`src/rtl/calc_port_driver_if.sv`:
```
// calc_port_driver_if: operation handshake, calculator port and result signals of one driver.
interface calc_port_driver_if;
    logic        op_valid;
    logic        op_ready;
    logic [3:0]  op_cmd;
    logic [31:0] op_a;
    logic [31:0] op_b;
    logic [3:0]  req_cmd_out;
    logic [31:0] req_data_out;
    logic [1:0]  out_resp;
    logic [31:0] out_data;
    logic        res_valid;
    logic [1:0]  res_resp;
    logic [31:0] res_data;
    logic        res_timeout;
    logic        err_stray;
    modport slave (
        input  op_valid, op_cmd, op_a, op_b, out_resp, out_data,
        output op_ready, req_cmd_out, req_data_out, res_valid, res_resp, res_data, res_timeout, err_stray
    );
    modport master (
        output op_valid, op_cmd, op_a, op_b, out_resp, out_data,
        input  op_ready, req_cmd_out, req_data_out, res_valid, res_resp, res_data, res_timeout, err_stray
    );
endinterface

```
`src/rtl/calc_port_driver.sv`:
```
// calc_port_driver: serializes one operation onto a calculator port and returns its response.
module calc_port_driver #(
    parameter int TIMEOUT = 16
) (
    input logic c_clk,
    input logic reset,
    calc_port_driver_if.slave bus
);
    typedef enum logic [2:0] {IDLE, SEND_A, SEND_B, WAIT, DONE} state_t;
    localparam logic [7:0] LAST = 8'(TIMEOUT - 1);
    state_t      state, next;
    logic [7:0]  cnt;
    logic [31:0] b_q;
    logic        accept, hit, expire, cap;
    logic [3:0]  req_cmd_d;
    logic [31:0] req_data_d, res_data_d;
    logic [1:0]  res_resp_d;
    logic        res_timeout_d, err_stray_d;
    assign bus.op_ready = state == IDLE;
    assign accept = bus.op_valid && state == IDLE;
    assign hit    = state == WAIT && bus.out_resp != 2'd0;
    assign expire = state == WAIT && cnt == LAST;
    always_ff @(posedge c_clk) begin
        if (reset) begin
            state            <= IDLE;
            cnt              <= 8'd0;
            b_q              <= 32'd0;
            bus.req_cmd_out  <= 4'd0;
            bus.req_data_out <= 32'd0;
            bus.res_valid    <= 1'b0;
            bus.res_resp     <= 2'd0;
            bus.res_data     <= 32'd0;
            bus.res_timeout  <= 1'b0;
            bus.err_stray    <= 1'b0;
        end else begin
            state            <= next;
            cnt              <= state != WAIT ? 8'd0 : cnt == LAST ? cnt : cnt + 8'd1;
            b_q              <= accept ? bus.op_b : b_q;
            bus.req_cmd_out  <= req_cmd_d;
            bus.req_data_out <= req_data_d;
            bus.res_valid    <= next == DONE;
            bus.res_resp     <= res_resp_d;
            bus.res_data     <= res_data_d;
            bus.res_timeout  <= res_timeout_d;
            bus.err_stray    <= err_stray_d;
        end
    end
    always_comb begin
        next = state;
        case (state)
            IDLE:    next = accept && bus.op_cmd != 4'd0 ? SEND_A : IDLE;
            SEND_A:  next = SEND_B;
            SEND_B:  next = WAIT;
            WAIT:    next = hit || expire ? DONE : WAIT;
            DONE:    next = IDLE;
            default: next = IDLE;
        endcase
    end
    // Port outputs are registered, so they are computed from the state being entered.
    always_comb begin
        cap           = state == WAIT && next == DONE;
        req_cmd_d     = next == SEND_A ? bus.op_cmd : 4'd0;
        req_data_d    = next == SEND_A ? bus.op_a : next == SEND_B ? b_q : 32'd0;
        res_resp_d    = cap ? (hit ? bus.out_resp : 2'd0) : bus.res_resp;
        res_data_d    = cap ? (hit ? bus.out_data : 32'd0) : bus.res_data;
        res_timeout_d = cap ? !hit : bus.res_timeout;
        err_stray_d   = bus.err_stray || (state != WAIT && bus.out_resp != 2'd0);
    end
endmodule

```
`src/flat_wrapper.sv`:
```
// flat-port wrapper written by rule: the top's interface ports become plain ports
module calc_port_driver_flat 
#(
    parameter int TIMEOUT = 16
)
  (c_clk, reset, bus_op_valid, bus_op_cmd, bus_op_a, bus_op_b, bus_out_resp, bus_out_data, bus_op_ready, bus_req_cmd_out, bus_req_data_out, bus_res_valid, bus_res_resp, bus_res_data, bus_res_timeout, bus_err_stray);
  calc_port_driver_if bus_i ();
  input logic c_clk;
  input logic reset;
  input wire logic [$bits(bus_i.op_valid)-1:0] bus_op_valid;
  input wire logic [$bits(bus_i.op_cmd)-1:0] bus_op_cmd;
  input wire logic [$bits(bus_i.op_a)-1:0] bus_op_a;
  input wire logic [$bits(bus_i.op_b)-1:0] bus_op_b;
  input wire logic [$bits(bus_i.out_resp)-1:0] bus_out_resp;
  input wire logic [$bits(bus_i.out_data)-1:0] bus_out_data;
  output wire logic [$bits(bus_i.op_ready)-1:0] bus_op_ready;
  output wire logic [$bits(bus_i.req_cmd_out)-1:0] bus_req_cmd_out;
  output wire logic [$bits(bus_i.req_data_out)-1:0] bus_req_data_out;
  output wire logic [$bits(bus_i.res_valid)-1:0] bus_res_valid;
  output wire logic [$bits(bus_i.res_resp)-1:0] bus_res_resp;
  output wire logic [$bits(bus_i.res_data)-1:0] bus_res_data;
  output wire logic [$bits(bus_i.res_timeout)-1:0] bus_res_timeout;
  output wire logic [$bits(bus_i.err_stray)-1:0] bus_err_stray;
  assign bus_i.op_valid = bus_op_valid;
  assign bus_i.op_cmd = bus_op_cmd;
  assign bus_i.op_a = bus_op_a;
  assign bus_i.op_b = bus_op_b;
  assign bus_i.out_resp = bus_out_resp;
  assign bus_i.out_data = bus_out_data;
  assign bus_op_ready = bus_i.op_ready;
  assign bus_req_cmd_out = bus_i.req_cmd_out;
  assign bus_req_data_out = bus_i.req_data_out;
  assign bus_res_valid = bus_i.res_valid;
  assign bus_res_resp = bus_i.res_resp;
  assign bus_res_data = bus_i.res_data;
  assign bus_res_timeout = bus_i.res_timeout;
  assign bus_err_stray = bus_i.err_stray;
  calc_port_driver #(.TIMEOUT(TIMEOUT)) u_core (.c_clk(c_clk), .reset(reset), .bus(bus_i));
endmodule
```
`config.mk`:
```
export PLATFORM = sky130hd
export DESIGN_NAME = calc_port_driver_flat
export DESIGN_NICKNAME = d
export VERILOG_FILES = /design/src/rtl/calc_port_driver_if.sv /design/src/rtl/calc_port_driver.sv /design/src/flat_wrapper.sv
export SDC_FILE = /design/constraint.sdc
export NUM_CORES = 1
export LEC_CHECK = 0
export CORE_ASPECT_RATIO = 0.7
export CORE_MARGIN = 5
export CORE_UTILIZATION = 40
export CTS_BUF_LIST = sky130_fd_sc_hd__clkbuf_8
export CTS_CLUSTER_SIZE = 14
export DETAILED_ROUTE_END_ITERATION = 7
export GPL_TIMING_DRIVEN = 0
export PLACE_DENSITY = 0.78
export SETUP_SLACK_MARGIN = 0.3
export SYNTH_ARGS = -nofsm -noshare
export SYNTH_HDL_FRONTEND = slang
export SYNTH_SLANG_ARGS = --single-unit
```
`constraint.sdc`:
```
create_clock -name c_clk -period 2.3 [get_ports c_clk]
set_input_delay 0.23 -clock c_clk [delete_from_list [all_inputs] [get_ports c_clk]]
set_output_delay 0.23 -clock c_clk [all_outputs]
set_load 0.05 [all_outputs]
```
-- After elaboration in Yosys (flattened, before gate mapping)
Index checks and enable logic that the tools add are counted.
- register bits after elaboration: 116
- input bits: 105
- add/subtract/negate cells: 1
- eq/ne operators: 8
- multiplexer cells: 7
- bitwise operators: 1
- reductions and logical operators: 14
- operators by type and width (operator ; count):
    32-bit 2-to-1 mux ; 3
    3-bit one-hot mux with 4 select lines ; 1
    3-bit by 2-bit == test with 1-bit output (second input constant) ; 3
    8-bit by 1-bit adder with 8-bit output (second input constant) ; 1
    8-bit by 4-bit == test with 1-bit output (second input constant) ; 1
    3-bit by 1-bit == test with 1-bit output (second input constant) ; 2
    1-bit logical AND ; 6
    4-bit nonzero test ; 1
    2-bit OR reduction ; 2
    3-bit == test (second input constant) ; 1
    3-bit zero test ; 1
    3-bit 2-to-1 mux ; 1
    3-bit by 2-bit != test with 1-bit output (second input constant) ; 1
    1-bit logical OR ; 2
    2-bit 2-to-1 mux ; 1
    2-bit nonzero test ; 1
    1-bit zero test ; 1
    1-bit 2-to-1 mux ; 1
    1-bit inverter ; 1

-- Depth between registers and ports, before layout
- depth in word-level cells: 8
- gate-level depth with buffers: 6
- depth with buffers taken out: 5

-- Worst setup path after synthesis
OpenSTA, ideal clock, no wires.
- path kind: register to output
- from: register u_core.state[1]
- to: output bus_op_ready
- data arrival time: 1.532 ns
- required time: 2.070 ns
- setup slack: 0.538 ns
- cell stages (with the launch flop): 3
- path through: dfxtp_1 > buf_2 > nor3_1
- word-level cells in the longest chain between the ends: 1
- RTL lines (item ; line ; source):
    from (decl) ; calc_port_driver.sv:11 ; state_t state, next;
    from (signal assigned) ; calc_port_driver.sv:36 ; state <= next;
    3-bit zero test ; calc_port_driver.sv:19 ; assign bus.op_ready = state == IDLE;
    to (decl) ; flat_wrapper.sv:16 ; output wire logic [$bits(bus_i.op_ready)-1:0] bus_op_ready;
Every way passes these cells.

-- Worst setup path after layout
- from: register u_core.cnt[4]
- to: register u_core.bus.res_data[6]
- word-level cells in the longest chain between the ends: 7
- RTL lines (item ; line ; source):
    from (decl) ; calc_port_driver.sv:12 ; logic [7:0] cnt;
    from (signal assigned) ; calc_port_driver.sv:37 ; cnt <= state != WAIT ? 8'd0 : cnt == LAST ? cnt : cnt + 8'd1;
    8-bit by 4-bit == test with 1-bit output ; calc_port_driver.sv:22 ; assign expire = state == WAIT && cnt == LAST;
    1-bit logical AND ; calc_port_driver.sv:22 ;
    1-bit logical OR ; calc_port_driver.sv:54 ; WAIT: next = hit || expire ? DONE : WAIT;
    3-bit 2-to-1 mux ; calc_port_driver.sv:54 ;
    3-bit one-hot mux with 4 select lines ; calc_port_driver.sv:50 ; case (state)
    3-bit == test ; calc_port_driver.sv:61 ; cap = state == WAIT && next == DONE;
    1-bit logical AND ; calc_port_driver.sv:61 ;
    to (signal assigned) ; calc_port_driver.sv:43 ; bus.res_data <= res_data_d;
    to (decl) ; calc_port_driver_if.sv:19 ; output op_ready, req_cmd_out, req_data_out, res_valid, res_resp, res_data, res_timeout, err_stray
Every way passes these cells.
A chain may end at the register's enable or synchronous reset.

==> summary.txt <==
Status = completed
WL met2 = 4.76 mm
Slew @ Worst Pin = 0.673 ns
Fin Setup TNS = 0 ns
Register-to-register setup slack = 0.38 ns
CP top delay family = compound AO/OA/AOI/OAI gates
Worst-Skew Late Latency = 0.43 ns
HPWL Detailed = 8.27 mm
Area leader, netlist = dfxtp_1
Core Region = 9530 µm²
RD Place Congestion = 0.830
Fmax = 0.521 GHz
Unique masters post-synth = 31
Sequential share of power = 45.9%
Reg clk slew, reported paths = 0.07 ns
DR pass1 iterations = 4
GR Util All Layers = 19.0%
YS warnings = 0
CTS tree = built
#FFs+latches synth = 116
Max cap viols = 0
CTS Buffer Depth = 2
Max Slew Vio Count = 0
Hold Worst Slack = 0.345 ns
Sinks on Clock Net = 116
Worst Reg2Reg Path Length in Cells = 5
Post-synth top area share = 60.4%
Ant. Diodes = 0
Pleak = 2.32 nW
Area grow syn2layout = 60.3%
Antenna viol nets, final = 0
WS Path Type = reg2reg
Routed vias = 3487
Crit end category = flop
# fillers = 773
Tcrit/Tclk final = 83.5%
Area of the multi-input gates = 1400 µm²
Post-Syn Nets = 481
Drt first-iter violations = 195
VDD IR-drop max = 387 µV
Syn Area/Cell = 10.3 µm²
Worst-path cell chain = or4_1 > o21ai_2 > a21oi_1 > buf_2 > a22o_1
Final setup fails = 0
Post-Syn Instances = 375
Power Dens Cells = 762 nW/µm²
Post-synthesis instance area = 3850 µm²
Post CTS Setup Buffer Count = 0
CP Launch Type = flop
Critical register-to-register path endpoint = u_core.bus.res_data[6]
RR Startpoint = u_core.cnt[4]
Routed length per instance = 15.5 µm
# rows = 30
Clock skew = 0.00630 ns
Sequential share of the synthesized area = 60.4%
Internal = 3.41 mW
Met3 wire length = 1.36 mm
Nets = 677
Arr. time, crit path = 2.24 ns
HP Class = in2reg
Hold Startpoint = bus_op_b[26]
Met1 WL = 4.78 mm
Die width = 127 µm
# port buffers = 177
WHS Path Cells = 3
Final min period = 1.92 ns
Commonest non-fill, non-tap cell in the layout = clkdlybuf4s50_1
Final WL = 11.0 mm
Clk pwr share = 37.5%
First-pass GRT wire length = 17.5 mm
Vias per inst = 4.90
Max Used Layer = met4
Layout cells sized above 1 = 7.88%
Initial Utilization = 40.3%
Antenna violations before repair = 0
DRC errors left = 0
Worst Path Buf+Inv = 1
Vias in the first global route = 3543
Sw power = 1.29 mW
RSZ-0062 raised after global routing = no
Switching part of the total = 27.4%
Synth area leaders = dfxtp_1, a22o_1, nand2_1
Grt ovf = 0
I/O pin cnt = 179
WHS Endpoint = u_core.b_q[26]
Die Y = 92.0 µm
Commonest non-fill, non-tap cells in the layout = clkdlybuf4s50_1, dfxtp_1, nand2_1
CTS Buf Count = 17
Rel. slew slack = 54.7%
Required @ worst endpoint = 2.62 ns
Root buf cell = clkbuf_8
Htree depth = 4
CP max stage cell = or4_1
Sequential cell area = 2320 µm²
Die area = 11700 µm²
Hold Fails Final Rpt = 0
Largest net degree at the start of global routing = 17
Crit-path max FO = 10
Logic pwr share = 16.6%
Slowest stage delay, CP = 0.59 ns
stage by stage:
stage / utilization [%] / instances / setup WS (ns) / power [mW] / area [µm²]
2_1_floorplan: - / 375 / 0.538 / 2.62 / 3850
3_3_place_gp: 60.6 / 680 / 0.212 / 2.97 / 5780
3_5_place_dp: 60.6 / 680 / 0.172 / 2.98 / 5780
4_1_cts: 64.6 / 712 / 0.290 / 4.75 / 6160
5_1_grt: 64.7 / 712 / 0.313 / 4.88 / 6160
6_report: 64.7 / 712 / 0.379 / 4.70 / 6160
synth_stat cells:
library cell,count
nand2_1,71
or4b_1,1
o21ai_0,4
a31oi_1,2
nor3_4,1
and3_1,1
o21ai_1,1
nor2_1,12
dfxtp_1,116
nor4b_2,1
buf_6,4
ha_1,1
and4_1,1
nand3_1,3
clkbuf_1,18
and2_1,4
and3b_1,1
a22o_1,64
xor2_1,3
or4_1,1
nor4b_1,1
xnor2_1,2
or2_2,1
nand4_1,1
nor4_1,2
o21ai_2,1
nor3_1,6
buf_2,5
nor3b_1,1
a21oi_1,44
nand3b_1,1
registers in the layout (all words and copies together), names as in the netlist:
| register | cells |
|---|---|
| u_core.bus.req_cmd_out | 4 |
| u_core.cnt | 8 |
| u_core.b_q | 32 |
| u_core.state | 3 |
| u_core.bus.res_valid | 1 |
| u_core.bus.res_data | 32 |
| u_core.bus.res_resp | 2 |
| u_core.bus.err_stray | 1 |
| u_core.bus.req_data_out | 32 |
| u_core.bus.res_timeout | 1 |
layer usage:
metal | track usage [%] | up-vias
met1 | 21.8 | 1575
met2 | 29.7 | 174
met3 | 11.1 | 14
li1 | - | 1724
met4 | 6.52 | 0
met5 | 0 | -
power by group through the flow:
stage	Sequential, mW	Combinational, mW	Clock, mW
floorplan	2.38	0.238	0
global placement	2.20	0.772	0
detailed placement	2.20	0.782	0
CTS	2.16	0.785	1.81
global route	2.17	0.830	1.89
finish	2.16	0.778	1.76
kinds of logic (layout without fill, tap and decap cells):
| family | after synthesis | after routing | synth area share [%] |
|---|---|---|---|
| compound gates | 116 | 116 | 21.5 |
| flops | 116 | 116 | 60.4 |
| simple gates | 110 | 110 | 13.1 |
| buf+inv | 27 | 236 | 3.58 |
| xor+xnor | 5 | 5 | 1.14 |
| fa+ha+maj | 1 | 1 | 0.325 |
layout make-up:
type / instances / share of cell area, %
tap: 128 / 2.60
sequential: 116 / 37.7
clock buffer: 17 / 3.80
multi-input combinational: 232 / 22.7
timing repair buffer: 177 / 28.7
clock inverter: 15 / 2.31
buffer: 27 / 2.23
how the worst max path moves through the flow:
| stage | startpoint | to | cells past startpoint | slack, ns |
|---|---|---|---|---|
| detailed placement | u_core.state[2] | u_core.bus.req_data_out[25] | 4 | 0.17 |
| floorplan | u_core.state[1] | bus_op_ready | 2 | 0.54 |
| CTS | u_core.state[2] | u_core.bus.res_data[6] | 5 | 0.29 |
| global placement | u_core.state[2] | u_core.bus.req_data_out[23] | 4 | 0.21 |
| finish | u_core.cnt[4] | u_core.bus.res_data[6] | 5 | 0.38 |
| global route | u_core.cnt[4] | u_core.bus.res_data[6] | 5 | 0.31 |
worst reg2reg max path: stages, from the launching register on:
cell and delay (ns):
dfxtp_1 0.36, or4_1 0.59, o21ai_2 0.21, a21oi_1 0.20
buf_2 0.25, a22o_1 0.21
what timing repair did:
action | in CTS | in global routing
cloned | 0 | 0
resized for setup | 2 | 1
hold buffers | 0 | 0
pin swaps | 0 | 0
setup endpoints to repair | 31 | 30
No activity file was read; power rests on OpenSTA's default activity.
